--- src/rtl/hilo_unit_if.sv ---
// rtl/hilo_unit_if.sv - multiplier launch/result bus between hilo_unit and an external multiplier
//
// Signals:
//   mul_start   : one-cycle launch pulse (unit -> multiplier)
//   mul_a       : latched multiplicand, stable while the multiply is in flight
//   mul_b       : latched multiplier, stable while the multiply is in flight
//   mul_product : unsigned 64-bit product (multiplier -> unit)
// Modports:
//   master : hilo_unit side
//   slave  : multiplier side
interface hilo_unit_if;
  logic        mul_start;
  logic [31:0] mul_a;
  logic [31:0] mul_b;
  logic [63:0] mul_product;

  modport master (
    output mul_start,
    output mul_a,
    output mul_b,
    input  mul_product
  );

  modport slave (
    input  mul_start,
    input  mul_a,
    input  mul_b,
    output mul_product
  );
endinterface

--- src/rtl/hilo_unit.sv ---
// rtl/hilo_unit.sv - HI/LO register pair with a fixed-latency external multiply sequencer
//
// Ports:
//   i_clk, i_reset   : rising-edge clock, synchronous active-high reset
//   i_op_a, i_op_b   : multiply operands, latched when i_mult_req is accepted
//   i_mult_req       : multiply request
//   i_mthi, i_mtlo   : write i_wr_data into HI / LO (IDLE only)
//   i_wr_data        : move data
//   i_mfhi, i_mflo   : read HI / LO onto o_rd_data
//   i_kill           : abort the multiply in flight
//   mul_if           : multiplier bus (master side)
//   o_hi, o_lo       : HI / LO registers
//   o_rd_data        : combinational move-from data
//   o_busy           : multiply in flight
//   o_stall          : requester must hold its request this cycle
//   o_done           : one-cycle pulse on the product capture edge
module hilo_unit #(
  parameter int MUL_LATENCY = 32
) (
  input  logic        i_clk,
  input  logic        i_reset,
  input  logic [31:0] i_op_a,
  input  logic [31:0] i_op_b,
  input  logic        i_mult_req,
  input  logic        i_mthi,
  input  logic        i_mtlo,
  input  logic [31:0] i_wr_data,
  input  logic        i_mfhi,
  input  logic        i_mflo,
  input  logic        i_kill,
  hilo_unit_if.master mul_if,
  output logic [31:0] o_hi,
  output logic [31:0] o_lo,
  output logic [31:0] o_rd_data,
  output logic        o_busy,
  output logic        o_stall,
  output logic        o_done
);

  typedef enum logic [1:0] {
    S_IDLE   = 2'd0,
    S_LAUNCH = 2'd1,
    S_WAIT   = 2'd2
  } state_t;

  localparam logic [6:0] LAT = 7'(MUL_LATENCY);

  state_t      r_state, w_state_nxt;
  logic [6:0]  r_cnt, w_cnt_nxt;
  logic [31:0] r_hi, w_hi_nxt;
  logic [31:0] r_lo, w_lo_nxt;
  logic [31:0] r_mul_a, w_mul_a_nxt;
  logic [31:0] r_mul_b, w_mul_b_nxt;
  logic        r_mul_start, w_mul_start_nxt;
  logic        r_done, w_done_nxt;

  logic        w_idle;
  logic        w_any_req;

  assign w_idle    = (r_state == S_IDLE);
  assign w_any_req = i_mult_req | i_mthi | i_mtlo | i_mfhi | i_mflo;

  always_ff @(posedge i_clk) begin
    if (i_reset) begin
      r_state     <= S_IDLE;
      r_cnt       <= '0;
      r_hi        <= '0;
      r_lo        <= '0;
      r_mul_a     <= '0;
      r_mul_b     <= '0;
      r_mul_start <= 1'b0;
      r_done      <= 1'b0;
    end else begin
      r_state     <= w_state_nxt;
      r_cnt       <= w_cnt_nxt;
      r_hi        <= w_hi_nxt;
      r_lo        <= w_lo_nxt;
      r_mul_a     <= w_mul_a_nxt;
      r_mul_b     <= w_mul_b_nxt;
      r_mul_start <= w_mul_start_nxt;
      r_done      <= w_done_nxt;
    end
  end

  always_comb begin
    w_state_nxt     = r_state;
    w_cnt_nxt       = r_cnt;
    w_hi_nxt        = r_hi;
    w_lo_nxt        = r_lo;
    w_mul_a_nxt     = r_mul_a;
    w_mul_b_nxt     = r_mul_b;
    w_mul_start_nxt = r_mul_start;
    w_done_nxt      = 1'b0;

    case (r_state)
      S_IDLE: begin
        // A multiply request wins over a coincident move; the move stalls and retries.
        if (i_mult_req) begin
          w_mul_a_nxt     = i_op_a;
          w_mul_b_nxt     = i_op_b;
          w_mul_start_nxt = 1'b1;
          w_state_nxt     = S_LAUNCH;
        end else begin
          if (i_mthi) w_hi_nxt = i_wr_data;
          if (i_mtlo) w_lo_nxt = i_wr_data;
        end
      end
      S_LAUNCH: begin
        w_mul_start_nxt = 1'b0;
        if (i_kill) begin
          w_cnt_nxt   = '0;
          w_state_nxt = S_IDLE;
        end else begin
          w_cnt_nxt   = 7'd1;
          w_state_nxt = S_WAIT;
        end
      end
      S_WAIT: begin
        // Kill is checked first so it also suppresses the capture edge.
        if (i_kill) begin
          w_mul_start_nxt = 1'b0;
          w_cnt_nxt       = '0;
          w_state_nxt     = S_IDLE;
        end else if (r_cnt == LAT) begin
          w_hi_nxt    = mul_if.mul_product[63:32];
          w_lo_nxt    = mul_if.mul_product[31:0];
          w_done_nxt  = 1'b1;
          w_cnt_nxt   = '0;
          w_state_nxt = S_IDLE;
        end else begin
          w_cnt_nxt = r_cnt + 7'd1;
        end
      end
      default: begin
        w_state_nxt     = S_IDLE;
        w_cnt_nxt       = '0;
        w_mul_start_nxt = 1'b0;
      end
    endcase
  end

  assign mul_if.mul_start = r_mul_start;
  assign mul_if.mul_a     = r_mul_a;
  assign mul_if.mul_b     = r_mul_b;

  assign o_hi    = r_hi;
  assign o_lo    = r_lo;
  assign o_done  = r_done;
  assign o_busy  = ~w_idle;
  assign o_stall = (~w_idle & w_any_req) | (w_idle & i_mult_req & (i_mthi | i_mtlo));

  always_comb begin
    o_rd_data = '0;
    if (i_mfhi)      o_rd_data = r_hi;
    else if (i_mflo) o_rd_data = r_lo;
  end

endmodule

--- src/flat_wrapper.sv ---
// flat-port wrapper written by rule: the top's interface ports become plain ports
module hilo_unit_flat 
#(
  parameter int MUL_LATENCY = 32
)
  (i_clk, i_reset, i_op_a, i_op_b, i_mult_req, i_mthi, i_mtlo, i_wr_data, i_mfhi, i_mflo, i_kill, o_hi, o_lo, o_rd_data, o_busy, o_stall, o_done, mul_if_mul_start, mul_if_mul_a, mul_if_mul_b, mul_if_mul_product);
  hilo_unit_if mul_if_i ();
  input  logic i_clk;
  input  logic i_reset;
  input  logic [31:0] i_op_a;
  input  logic [31:0] i_op_b;
  input  logic i_mult_req;
  input  logic i_mthi;
  input  logic i_mtlo;
  input  logic [31:0] i_wr_data;
  input  logic i_mfhi;
  input  logic i_mflo;
  input  logic i_kill;
  output logic [31:0] o_hi;
  output logic [31:0] o_lo;
  output logic [31:0] o_rd_data;
  output logic o_busy;
  output logic o_stall;
  output logic o_done;
  output wire logic [$bits(mul_if_i.mul_start)-1:0] mul_if_mul_start;
  output wire logic [$bits(mul_if_i.mul_a)-1:0] mul_if_mul_a;
  output wire logic [$bits(mul_if_i.mul_b)-1:0] mul_if_mul_b;
  input wire logic [$bits(mul_if_i.mul_product)-1:0] mul_if_mul_product;
  assign mul_if_mul_start = mul_if_i.mul_start;
  assign mul_if_mul_a = mul_if_i.mul_a;
  assign mul_if_mul_b = mul_if_i.mul_b;
  assign mul_if_i.mul_product = mul_if_mul_product;
  hilo_unit #(.MUL_LATENCY(MUL_LATENCY)) u_core (.i_clk(i_clk), .i_reset(i_reset), .i_op_a(i_op_a), .i_op_b(i_op_b), .i_mult_req(i_mult_req), .i_mthi(i_mthi), .i_mtlo(i_mtlo), .i_wr_data(i_wr_data), .i_mfhi(i_mfhi), .i_mflo(i_mflo), .i_kill(i_kill), .mul_if(mul_if_i), .o_hi(o_hi), .o_lo(o_lo), .o_rd_data(o_rd_data), .o_busy(o_busy), .o_stall(o_stall), .o_done(o_done));
endmodule
--- config.mk ---
export PLATFORM = sky130hd
export DESIGN_NAME = hilo_unit_flat
export DESIGN_NICKNAME = d
export VERILOG_FILES = /design/src/rtl/hilo_unit_if.sv /design/src/rtl/hilo_unit.sv /design/src/flat_wrapper.sv
export SDC_FILE = /design/constraint.sdc
export NUM_CORES = 1
export LEC_CHECK = 0
export BUFFER_PORTS_ARGS = -buffer_cell sky130_fd_sc_hd__buf_2
export CORE_ASPECT_RATIO = 0.75
export CORE_MARGIN = 3
export CORE_UTILIZATION = 46
export DETAILED_ROUTE_END_ITERATION = 7
export MAX_ROUTING_LAYER = met4
export PLACE_DENSITY = 0.81
export RECOVER_POWER = 25
export SLEW_MARGIN = 20
export SYNTH_ARGS = -nofsm -noshare
export SYNTH_HDL_FRONTEND = slang
export SYNTH_SLANG_ARGS = --single-unit
export TNS_END_PERCENT = 5
--- constraint.sdc ---
create_clock -name i_clk -period 2.26 [get_ports i_clk]
set_input_delay 0.226 -clock i_clk [delete_from_list [all_inputs] [get_ports i_clk]]
set_output_delay 0.226 -clock i_clk [all_outputs]
set_load 0.02 [all_outputs]
# [Word level (Yosys, flattened, before mapping)]
# Index checks and enable logic that the tools add are counted.
[op_classes] reduce_logical=8 eq_ne=11 muxes=25 n_bitwise=11 add_sub_neg=1
[ops] cell="32-bit 2-to-1 mux" count=10
[ops] cell="32-bit one-hot mux with 2 select lines" count=2
[ops] cell="7-bit one-hot mux with 3 select lines" count=1
[ops] cell="7-bit 2-to-1 mux" count=2
[ops] cell="2-bit != test (second input constant)" count=6
[ops] cell="5-bit AND reduction" count=2
[ops] cell="2-bit 2-to-1 mux" count=4
[ops] cell="7-bit by 1-bit adder with 7-bit output (second input constant)" count=1
[ops] cell="7-bit by 6-bit equality test with 1-bit output (second input constant)" count=1
[ops] cell="1-bit OR" count=6
[ops] cell="2-bit one-hot mux with 3 select lines" count=1
[ops] cell="2-bit AND reduction" count=3
[ops] cell="1-bit 2-to-1 mux" count=4
[ops] cell="1-bit bitwise AND" count=3
[ops] cell="3-bit by 2-bit != test with 1-bit output (second input constant)" count=1
[ops] cell="3-bit OR reduction" count=1
[ops] cell="2-bit by 1-bit equality test with 1-bit output (second input constant)" count=1
[ops] cell="2-bit equality test (second input constant)" count=1
[ops] cell="2-bit logical NOT" count=1
[ops] cell="2-bit by 1-bit != test with 1-bit output (second input constant)" count=1
[ops] cell="1-bit NOT" count=2
[ops] cell="1-bit one-hot mux with 2 select lines" count=1
[ops] cell="2-bit nonzero test" count=1
[word_totals] word_cells=64 in_bits=168 regBits=139 out_inout_bits=164

# [Logic depth before layout (Yosys ltp)]
# Gate-level depths: netlist of the first run.
[depth] ltp_word=6 mapped_depth=9 mapped_depth_nobuf=6

# [Least setup slack after synthesis of the first run]
# Ideal clock, no wire load.
[synth_timing] kind="reg2reg" startpoint="reg u_core.r_state[0]" endpoint="reg u_core.r_lo[0] (netlist: u_core.o_lo[0])" setup_ns=0.081 n_path_buf=3 path_slack_ns=0.502 path_stages_with_launch=10 t_arrival_ns=1.677 period_less_slack_ns=1.758 t_required_ns=2.179 path_cell_list="dfxtp_1 inv_1 ha_1 buf_2 and4b_1 o2bb2ai_2 and2_2 buf_4 buf_6 a211oi_2"
[synth_via] elab_chain_cells=3 word_cells_on_any_way=9 classes_between="eq/ne (5); mux (1); reduce/logical (3)"
[synth_lines] item="start: declaration" line_no="hilo_unit.sv:48" rtl="state_t r_state, w_state_nxt;"
[synth_lines] item="start signal: assignment" line_no="hilo_unit.sv:74" rtl="r_state <= w_state_nxt;"
[synth_lines] item="2-bit equality test or 2-bit logical NOT (tied branches)" line_no="hilo_unit.sv:95" rtl="case (r_state)"
[synth_lines] item="2-bit by 1-bit != test with 1-bit output (no line) (tied with other cells)"
[synth_lines] item="5-bit AND reduction (no line)"
[synth_lines] item="end signal: assignment" line_no="hilo_unit.sv:77" rtl="r_lo <= w_lo_nxt;"
[synth_lines] item="end: declaration" line_no="hilo_unit.sv:51" rtl="logic [31:0] r_lo, w_lo_nxt;"
# Several ways; a longest one is shown, not always the timed one.
# A chain may end at the register's enable or synchronous reset.

# [Worst setup path in the final report of the first run]
[layout_timing] startpoint="reg u_core.r_state[0]" endpoint="reg u_core.r_hi[4] (netlist: u_core.o_hi[4])"
[layout_via] elab_chain_cells=3 word_cells_on_any_way=9 classes_between="eq/ne (5); mux (1); reduce/logical (3)"
[layout_lines] item="2-bit equality test or 2-bit logical NOT (tied branches)" line_no="hilo_unit.sv:95"
[layout_lines] item="2-bit by 1-bit != test with 1-bit output (no line) (tied with other cells)"
[layout_lines] item="5-bit AND reduction (no line)"
[layout_lines] item="end signal: assignment" line_no="hilo_unit.sv:76" rtl="r_hi <= w_hi_nxt;"
[layout_lines] item="end: declaration" line_no="hilo_unit.sv:50" rtl="logic [31:0] r_hi, w_hi_nxt;"
# Several ways; a longest one is shown, not always the timed one.

==> results.toml, run 1 <==
[grt]
grt_use_total = 0.257
grt_busiest_layer = "met2"
grt_pass1_wl_um = 31100
met1_usage = 0.319
grt_overflow = 0
grt_pass1_vias = 6173
grtUsageMet3 = 0.0561
antenna_found_initial = 0
grt_util_met2 = 0.417
grt_max_degree = 94

[route]
wirelength_um = 20800
final_antenna_net_count = 0
dr.pass1.iters = 4
drtIter0Drc = 418
drc = 0
dr_total_vias = 6653
avgViaCountPerCell = 5.24
wire_per_inst_um = 16.4

[critical_path]
cp_max_fo = 41
required_ns = 2.58
rrSetupSlack_ns = 0.29
cp-start-kind = "register"
timing.critical_path.arrival_ns = 2.29
r2r_cells = 7
crit_type = "reg2reg"
regToRegStartpoint = "u_core.r_state[0]"
endpoint = "u_core.o_hi[4]"
r2r-end = "u_core.o_hi[4]"
crit_start = "u_core.r_state[0]"
crit_path_end_kind = "register"

[synth]
synth_cell_types = 36
syn-num-nets = 959
syn_area_per_cell_sq_um = 8.30
seq_area_frac_synth = 0.427
synth_ff_type = "dfxtp_1"
yosys-top-cells-area = "dfxtp_1, a21oi_1, a211oi_2"
synth_edf_count = 0
synthArstFlopShare = 0
ys_seq_elements = 139
synth_area_sq_um = 6510
synth_area_leader_cell = "dfxtp_1"
synth.most_common_cell = "nand2_1"
synth_top_area_share = 0.427
syn_inst = 785
yosys-top-cells-count = "nand2_1, a21oi_1, dfxtp_1, a211oi_2, clkbuf_1"
yosys_warnings = 0

[timing]
skew_ns = 0.00913
worstMarginPinSlew_ns = 0.668
setup_viol = 0
final_max_slew_viol_count = 0
fin_crit_ns = 1.97
slew_headroom = 0.555
rsz0062_at_grt = "false"
max_freq_mhz = 508
tns_ns = 0
fin_crit_sh = 0.871
finalHoldViolations = 0

[cts]
cts_max_level = 4
cts_tree = "done"
cts_max_path_buffers = 2
post-cts-setup-buffers = 0
numCtsBuffers = 17
insertion_delay_ns = 0.41
cts.sinks = 139
cts.root.buffer_cell = "clkbuf_16"
ctsHoldBuffers = 0
cts.clk_slew.worst_paths_ns = 0.06
cts_resized = 0

[power]
p_int_mw = 5.48
p_sw_frac = 0.387
power_density_nw_per_um2 = 1030
clock_power_share = 0.291
combPwrFrac = 0.354
seqPwrFrac = 0.355
vdd_ir_drop_max_mv = 0.539
p_leak_nw = 3.68
p_switching_mw = 3.46

[place]
placed_area_sq_um = 8190
place.detailed.hpwl_um = 15300
finalWeightedCongestion = 0.812
portBuffers = 331

[outcome]
status = "completed"

[flow_run]
maxCapViolations = 0

[finish]
syn2layout_area_growth_pct = 32.8
final_nets = 1259
n_antenna_cell = 0
layout-drive-gt1-share = 0.345
final_area_sq_um = 8650

[min_path]
hp-class = "in2reg"

[floorplan]
die_h_um = 109
initial_core_util = 0.485
design.die.area_sq_um = 15600
fp.coreArea_sq_um = 13400
ios = 332
die_w_um = 143
row_count = 36
## power by group through the flow
stage | registers (mW) | logic (mW) | clock network (mW)
6_report | 3.17 | 3.17 | 2.60
5_1_grt | 3.22 | 3.43 | 2.76
4_1_cts | 3.16 | 3.22 | 2.65
3_5_place_dp | 3.21 | 3.21 | 0
3_3_place_gp | 3.20 | 3.15 | 0
2_1_floorplan | 3.63 | 1.87 | 0
## sequential cells by signal, indices dropped and copies added (netlist names)
register	cells
u_core.mul_if.mul_a	32
u_core.mul_if.mul_b	32
u_core.mul_if.mul_start	1
u_core.o_done	1
u_core.o_hi	32
u_core.o_lo	32
u_core.r_cnt	7
u_core.r_state	2
## logic make-up after synthesis
| group | count (synthesis) | synth area share |
|---|---|---|
| XOR/XNOR | 5 | 0.00672 |
| flip-flops | 139 | 0.427 |
| adder cells (fa/ha/maj) | 6 | 0.0115 |
| AND/OR/NAND/NOR | 253 | 0.168 |
| multiplexers | 2 | 0.00307 |
| buffers and inverters | 79 | 0.0761 |
| AO/OA/AOI/OAI | 301 | 0.308 |
## cells in the final DEF (no fill, tap or decap), types with 4 or more instances in the layout
cell	Yosys	layout
buf_2	10	256
clkbuf_16	0	17
nor2b_1	33	33
xor2_1	4	4
o21ai_0	33	33
ha_1	6	5
inv_1	7	7
clkinv_4	0	4
a211oi_2	62	62
a21oi_1	195	195
buf_4	6	16
nor2_1	7	6
dfxtp_1	139	139
clkbuf_1	39	76
buf_12	6	6
nand2_1	197	196
nand3_1	5	5
## routing by layer
| layer | up-vias | wire length [um] | part of all wire |
|---|---|---|---|
| met1 | 3040 | 8740 | 0.42 |
| met3 | 28 | 1490 | 0.072 |
| li1 | 3316 | - | - |
| met5 | - | 0 | 0 |
| met2 | 269 | 10100 | 0.49 |
| met4 | 0 | 444 | 0.021 |
## worst min path at each step
stage | end | slack [ns] | from | cells after the start
final | u_core.mul_if.mul_a[0] | 0.05 | i_op_a[0] | 3
after global placement | u_core.mul_if.mul_b[30] | 0.44 | u_core.mul_if.mul_b[30] | 2
after detailed placement | u_core.mul_if.mul_b[7] | 0.44 | u_core.mul_if.mul_b[7] | 2
after CTS | u_core.mul_if.mul_a[0] | 0.04 | i_op_a[0] | 3
after floorplan | u_core.mul_if.mul_a[0] | 0.36 | i_op_a[0] | 2
after global routing | u_core.mul_if.mul_a[15] | 0.03 | i_op_a[15] | 3
## stage by stage
step / total power [mW] / std cells / util / setup slack [ns] / hold WS, ns
final: 8.94 / 1269 / 0.644 / 0.292 / 0.0509
after detailed placement: 6.42 / 1237 / 0.610 / 0.323 / 0.443
after global routing: 9.41 / 1269 / 0.644 / 0.167 / 0.0308
after floorplan: 5.49 / 785 / - / 0.502 / 0.362
after global placement: 6.35 / 1237 / 0.610 / 0.417 / 0.439
after CTS: 9.03 / 1269 / 0.651 / 0.302 / 0.0351
## critical path, stage by stage, from the launching register on
cell and delay, ns:
dfxtp_1 0.32, inv_1 0.14, ha_4 0.23, and4b_1 0.26, o2bb2ai_4 0.14, buf_4 0.41
a21oi_1 0.15, a211oi_2 0.23
## layout make-up
class                      instances  area, sq um
clock buffer                      19          433
tap                              171          214
clock inverter                    13          120
inverter                           8         30.0
sequential                       139         2780
multi-input combinational        567         3270
fill                            1246         4770
timing repair buffer             352         1800
Power figures use the tool's default switching activity.
==> run 2: changes to the inputs <==
Settings changed: CELL_PAD_IN_SITES_DETAIL_PLACEMENT set to 1, CELL_PAD_IN_SITES_GLOBAL_PLACEMENT set to 1, CORE_UTILIZATION 46 to 32, PLACE_DENSITY 0.81 to unset, PLACE_DENSITY_LB_ADDON set to 0.1.
==> run 2 against run 1 <==
Effect of this change:
- global-route usage is 4.3 points lower
- via count grew 0.15%
- combinational power is essentially flat
- setup slack got worse by 0.050 ns
- sequential power about the same
- power grew 4.8%
- critical path depth unchanged
- largest cell class unchanged
==> results.toml, run 2 (same netlist as run 1, synthesis figures left out) <==
[outcome]
status = "completed"

[finish]
n_antenna_cell = 0
final_nets = 1258
syn2layout_area_growth_pct = 35.4
fin_util = 0.448
final_common_cell = "buf_2"
layout_common_cells = "buf_2, nand2_1, a21oi_1, dfxtp_1, clkbuf_1"
layout-drive-gt1-share = 0.345

[grt]
grt_busiest_layer = "met2"
grt_util_met2 = 0.345
grt_max_degree = 99
grt_overflow = 0
met1_usage = 0.273
grt_use_total = 0.214
grt_pass1_vias = 6579
grtUsageMet3 = 0.0442
antenna_found_initial = 0
grt_pass1_wl_um = 36200

[timing]
holdWs_ns = 0.0462
rsz0062_at_grt = "false"
fin_crit_sh = 0.893
finalHoldViolations = 0
final_max_slew_viol_count = 0
worstMarginPinSlew_ns = 0.713
max_freq_mhz = 495
fin_crit_ns = 2.02
slew_headroom = 0.525
setup_viol = 0
fin_ws_ns = 0.241
skew_ns = 0.00909

[cts]
cts.clk_slew.worst_paths_ns = 0.06
cts_max_level = 4
cts_tree = "done"
cts_max_path_buffers = 2
post-cts-setup-buffers = 0
cts.root.buffer_cell = "clkbuf_16"
cts_resized = 0
insertion_delay_ns = 0.41
ctsHoldBuffers = 0
cts.sinks = 139
numCtsBuffers = 17

[route]
wire_per_inst_um = 17.8
final_antenna_net_count = 0
dr.pass1.iters = 5
avgViaCountPerCell = 4.94
drc = 0
dr_total_vias = 6663
drtIter0Drc = 214
wirelength_um = 24000

[flow_run]
maxCapViolations = 0

[critical_path]
crit_path_end_kind = "register"
cp-start-kind = "register"
crit_type = "reg2reg"
crit_chain = "inv_1, ha_4, and4b_1, o2bb2ai_4, buf_4, a21oi_1, a211oi_2"
cp_slowest_cell = "buf_4"
required_ns = 2.58
cp_max_fo = 47
slowest_delay_ns = 0.46
timing.critical_path.arrival_ns = 2.34

[place]
place_ws_ns = -0.000100
place.detailed.hpwl_um = 17100
portBuffers = 331
finalWeightedCongestion = 0.769

[power]
p_leak_nw = 3.72
power_mw = 9.37
vdd_ir_drop_max_mv = 0.421
power_density_nw_per_um2 = 1060

[floorplan]
row_count = 44
ios = 332
design.die.area_sq_um = 22100
die_w_um = 171
die_h_um = 130
fp.coreArea_sq_um = 19700
initial_core_util = 0.331

[min_path]
hp-class = "in2reg"
run 2: layout make-up:
| type | count | area [sq um] |
|---|---|---|
| clock inverters | 13 | 190 |
| clock buffers | 19 | 443 |
| multi-input cells | 567 | 3270 |
| inverters | 8 | 30.0 |
| fillers | 2473 | 10800 |
| flip-flops and latches | 139 | 2780 |
| well taps | 253 | 317 |
| repair buffers | 351 | 1780 |
run 2: path summary, 6_finish.rpt:
kind | depth (start not counted) | from | slack, ns | to
max reg2reg | 7 | u_core.r_state[0] | 0.24 | u_core.o_hi[2]
max | 7 | u_core.r_state[0] | 0.24 | u_core.o_hi[2]
min | 3 | i_op_a[24] | 0.05 | u_core.mul_if.mul_a[24]
min reg2reg | 2 | u_core.mul_if.mul_a[1] | 0.45 | u_core.mul_if.mul_a[1]
run 2: critical path, delay by kind of cell (launching register included):
kind,cells,cell delay [ns]
AND/OR/NAND/NOR,1,0.25
flip-flops,1,0.32
buffers and inverters,2,0.60
AO/OA/AOI/OAI,3,0.52
adder cells (fa/ha/maj),1,0.21
run 2: stage by stage:
| stage | setup TNS, ns | area (sq um) | instances |
|---|---|---|---|
| 2_1_floorplan | 0 | 6510 | 785 |
| 3_3_place_gp | 0 | 8270 | 1318 |
| 3_5_place_dp | -0.000100 | 8270 | 1318 |
| 4_1_cts | 0 | 8910 | 1350 |
| 5_1_grt | 0 | 8810 | 1350 |
| 6_report | 0 | 8810 | 1350 |
run 2: report_power, final:
| group | internal, mW | switching, mW |
|---|---|---|
| Clock | 1.89 | 1.11 |
| Sequential | 2.86 | 0.312 |
| Combinational | 1.07 | 2.13 |
| Total | 5.82 | 3.55 |
run 2: metal layers:
layer  part of all wire  wire length [um]
met4              0.019               460
met1               0.46             11000
met2               0.46             11100
met3              0.058              1380
met5                  0                 0
==> run 3: changes to the inputs <==
==> constraint.sdc (replaced) <==
create_clock -name i_clk -period 2.26 [get_ports i_clk]
set_input_delay 0.113 -clock i_clk [delete_from_list [all_inputs] [get_ports i_clk]]
set_output_delay 0.113 -clock i_clk [all_outputs]
set_load 0.02 [all_outputs]
==> run 3 against run 2 <==
Effect of this change:
- register-to-register slack worse by 0.05 ns
- power up 0.32%
- cell area up 7.0%
- final cell count up 4.4%
- critical path type unchanged
- via count up 4.1%
- worst hold slack worse by 0.029 ns
- largest cell class unchanged
- critical endpoint is now u_core.o_hi[17]
- flip-flop and latch count unchanged
- combinational power up 2%
- utilization up 3.1 points
- sequential share of layout area down 2.1 points
- highest routed layer unchanged
- fmax down 2.5%
==> results.toml, run 3 (same netlist as run 1, synthesis figures left out) <==
[route]
avgViaCountPerCell = 4.92
wirelength_um = 24800
final_antenna_net_count = 0
wire_per_inst_um = 17.6
drtIter0Drc = 291
dr_total_vias = 6935
dr.pass1.iters = 4
drc = 0

[cts]
cts.root.buffer_cell = "clkbuf_16"
cts_tree = "done"
post-cts-setup-buffers = 0
cts_max_path_buffers = 2
numCtsBuffers = 17
cts.sinks = 139
cts_max_level = 4
insertion_delay_ns = 0.43
cts.clk_slew.worst_paths_ns = 0.06

[finish]
final_common_cell = "buf_2"
syn2layout_area_growth_pct = 44.8
fin_util = 0.480
layout.cells.non_filler = 1409
ff_latch_area_sq_um = 2780
final_area_sq_um = 9430
multi_input_area_sq_um = 3270
layout_common_cells = "buf_2, nand2_1, a21oi_1, dfxtp_1, clkbuf_1"
fillers = 2448
layout-drive-gt1-share = 0.323
final_nets = 1316

[floorplan]
design.die.area_sq_um = 22100
initial_core_util = 0.331
ios = 332
die_w_um = 171
fp.coreArea_sq_um = 19700
die_h_um = 130
row_count = 44

[power]
clock_power_share = 0.313
vdd_ir_drop_max_mv = 0.437
power_mw = 9.40
p_sw_frac = 0.383
seqPwrFrac = 0.337
power_density_nw_per_um2 = 997
combPwrFrac = 0.349
p_leak_nw = 3.96
p_int_mw = 5.80
p_switching_mw = 3.60

[grt]
grt_pass1_vias = 7166
antenna_found_initial = 1
grt_overflow = 0
grt_use_total = 0.223
grt_pass1_wl_um = 38100
grt_max_degree = 87

[timing]
tns_ns = 0
skew_ns = 0.0103
final_max_slew_viol_count = 0
finalHoldViolations = 0
slew_headroom = 0.505
rsz0062_at_grt = "false"
holdWs_ns = 0.0171
max_freq_mhz = 483
setup_viol = 0
fin_crit_ns = 2.07
fin_crit_sh = 0.916
worstMarginPinSlew_ns = 0.743
fin_ws_ns = 0.189

[critical_path]
crit_chain = "inv_1, ha_4, and4b_1, o2bb2ai_4, buf_12, and2_2, buf_12, a211oi_2"
slowest_delay_ns = 0.33
crit_type = "reg2reg"
cp_slowest_cell = "dfxtp_1"
crit_path_end_kind = "register"
cp-start-kind = "register"
cp_max_fo = 65
required_ns = 2.55
timing.critical_path.arrival_ns = 2.36
path_common_cell = "buf_12"

[min_path]
hp-class = "in2reg"

[place]
place.detailed.hpwl_um = 16800
finalWeightedCongestion = 0.778
portBuffers = 331
dp_cells = 1312
place_ws_ns = 0.00378
placed_area_sq_um = 8250

[flow_run]
maxCapViolations = 0

[outcome]
status = "completed"
run 3: cell count changes in the layout (fill, tap and decap cells not counted), moves of 2 or more:
cell / delta
buf_12: +2
buf_4: -8
clkinv_2: -2
clkinvlp_4: +2
dlygate4sd3_1: +64
run 3: what timing repair did:
item,CTS,global route
resized for setup,1,0
hold buffers,64,0
endpoints found under the setup margin,2,0
endpoints found under the hold margin,64,0
run 3: power groups by stage:
stage	clock network (mW)	logic [mW]	registers (mW)
after floorplan	0	1.87	3.63
after global placement	0	3.21	3.21
after detailed placement	0	3.25	3.22
after CTS	3.02	3.36	3.17
after global routing	3.13	3.59	3.23
final	2.95	3.28	3.17
run 3: layout make-up:
class,instances,area share
tap,253,0.0336
clock buffer,18,0.0466
sequential,139,0.295
timing repair buffer,409,0.255
antenna,1,0.000265
inverter,8,0.00318
clock inverter,14,0.0196
multi-input combinational,567,0.347
run 3: path summary, 6_finish.rpt:
path | startpoint | endpoint | slack (ns) | cells after the start
worst min-delay path | i_kill | u_core.r_state[1] | 0.02 | 4
worst min register to register | u_core.mul_if.mul_b[16] | u_core.mul_if.mul_b[16] | 0.45 | 2
worst max-delay path | u_core.r_state[0] | u_core.o_hi[17] | 0.19 | 8
worst max register to register | u_core.r_state[0] | u_core.o_hi[17] | 0.19 | 8
run 3: worst max-delay path: cells and delay by family, from the launching register on:
kind / cells / cell delay [ns]
buf+inv: 3 / 0.67
simple gates: 2 / 0.47
flops: 1 / 0.33
compound gates: 2 / 0.24
fa+ha+maj: 1 / 0.20
run 3: metal layers:
metal,vias to the layer above,routed length (um),global-route usage
met2,234,11800,0.365
met4,0,781,0.0906
met3,51,1390,0.0421
met1,3223,10900,0.273
li1,3427,-,-
met5,-,0,-
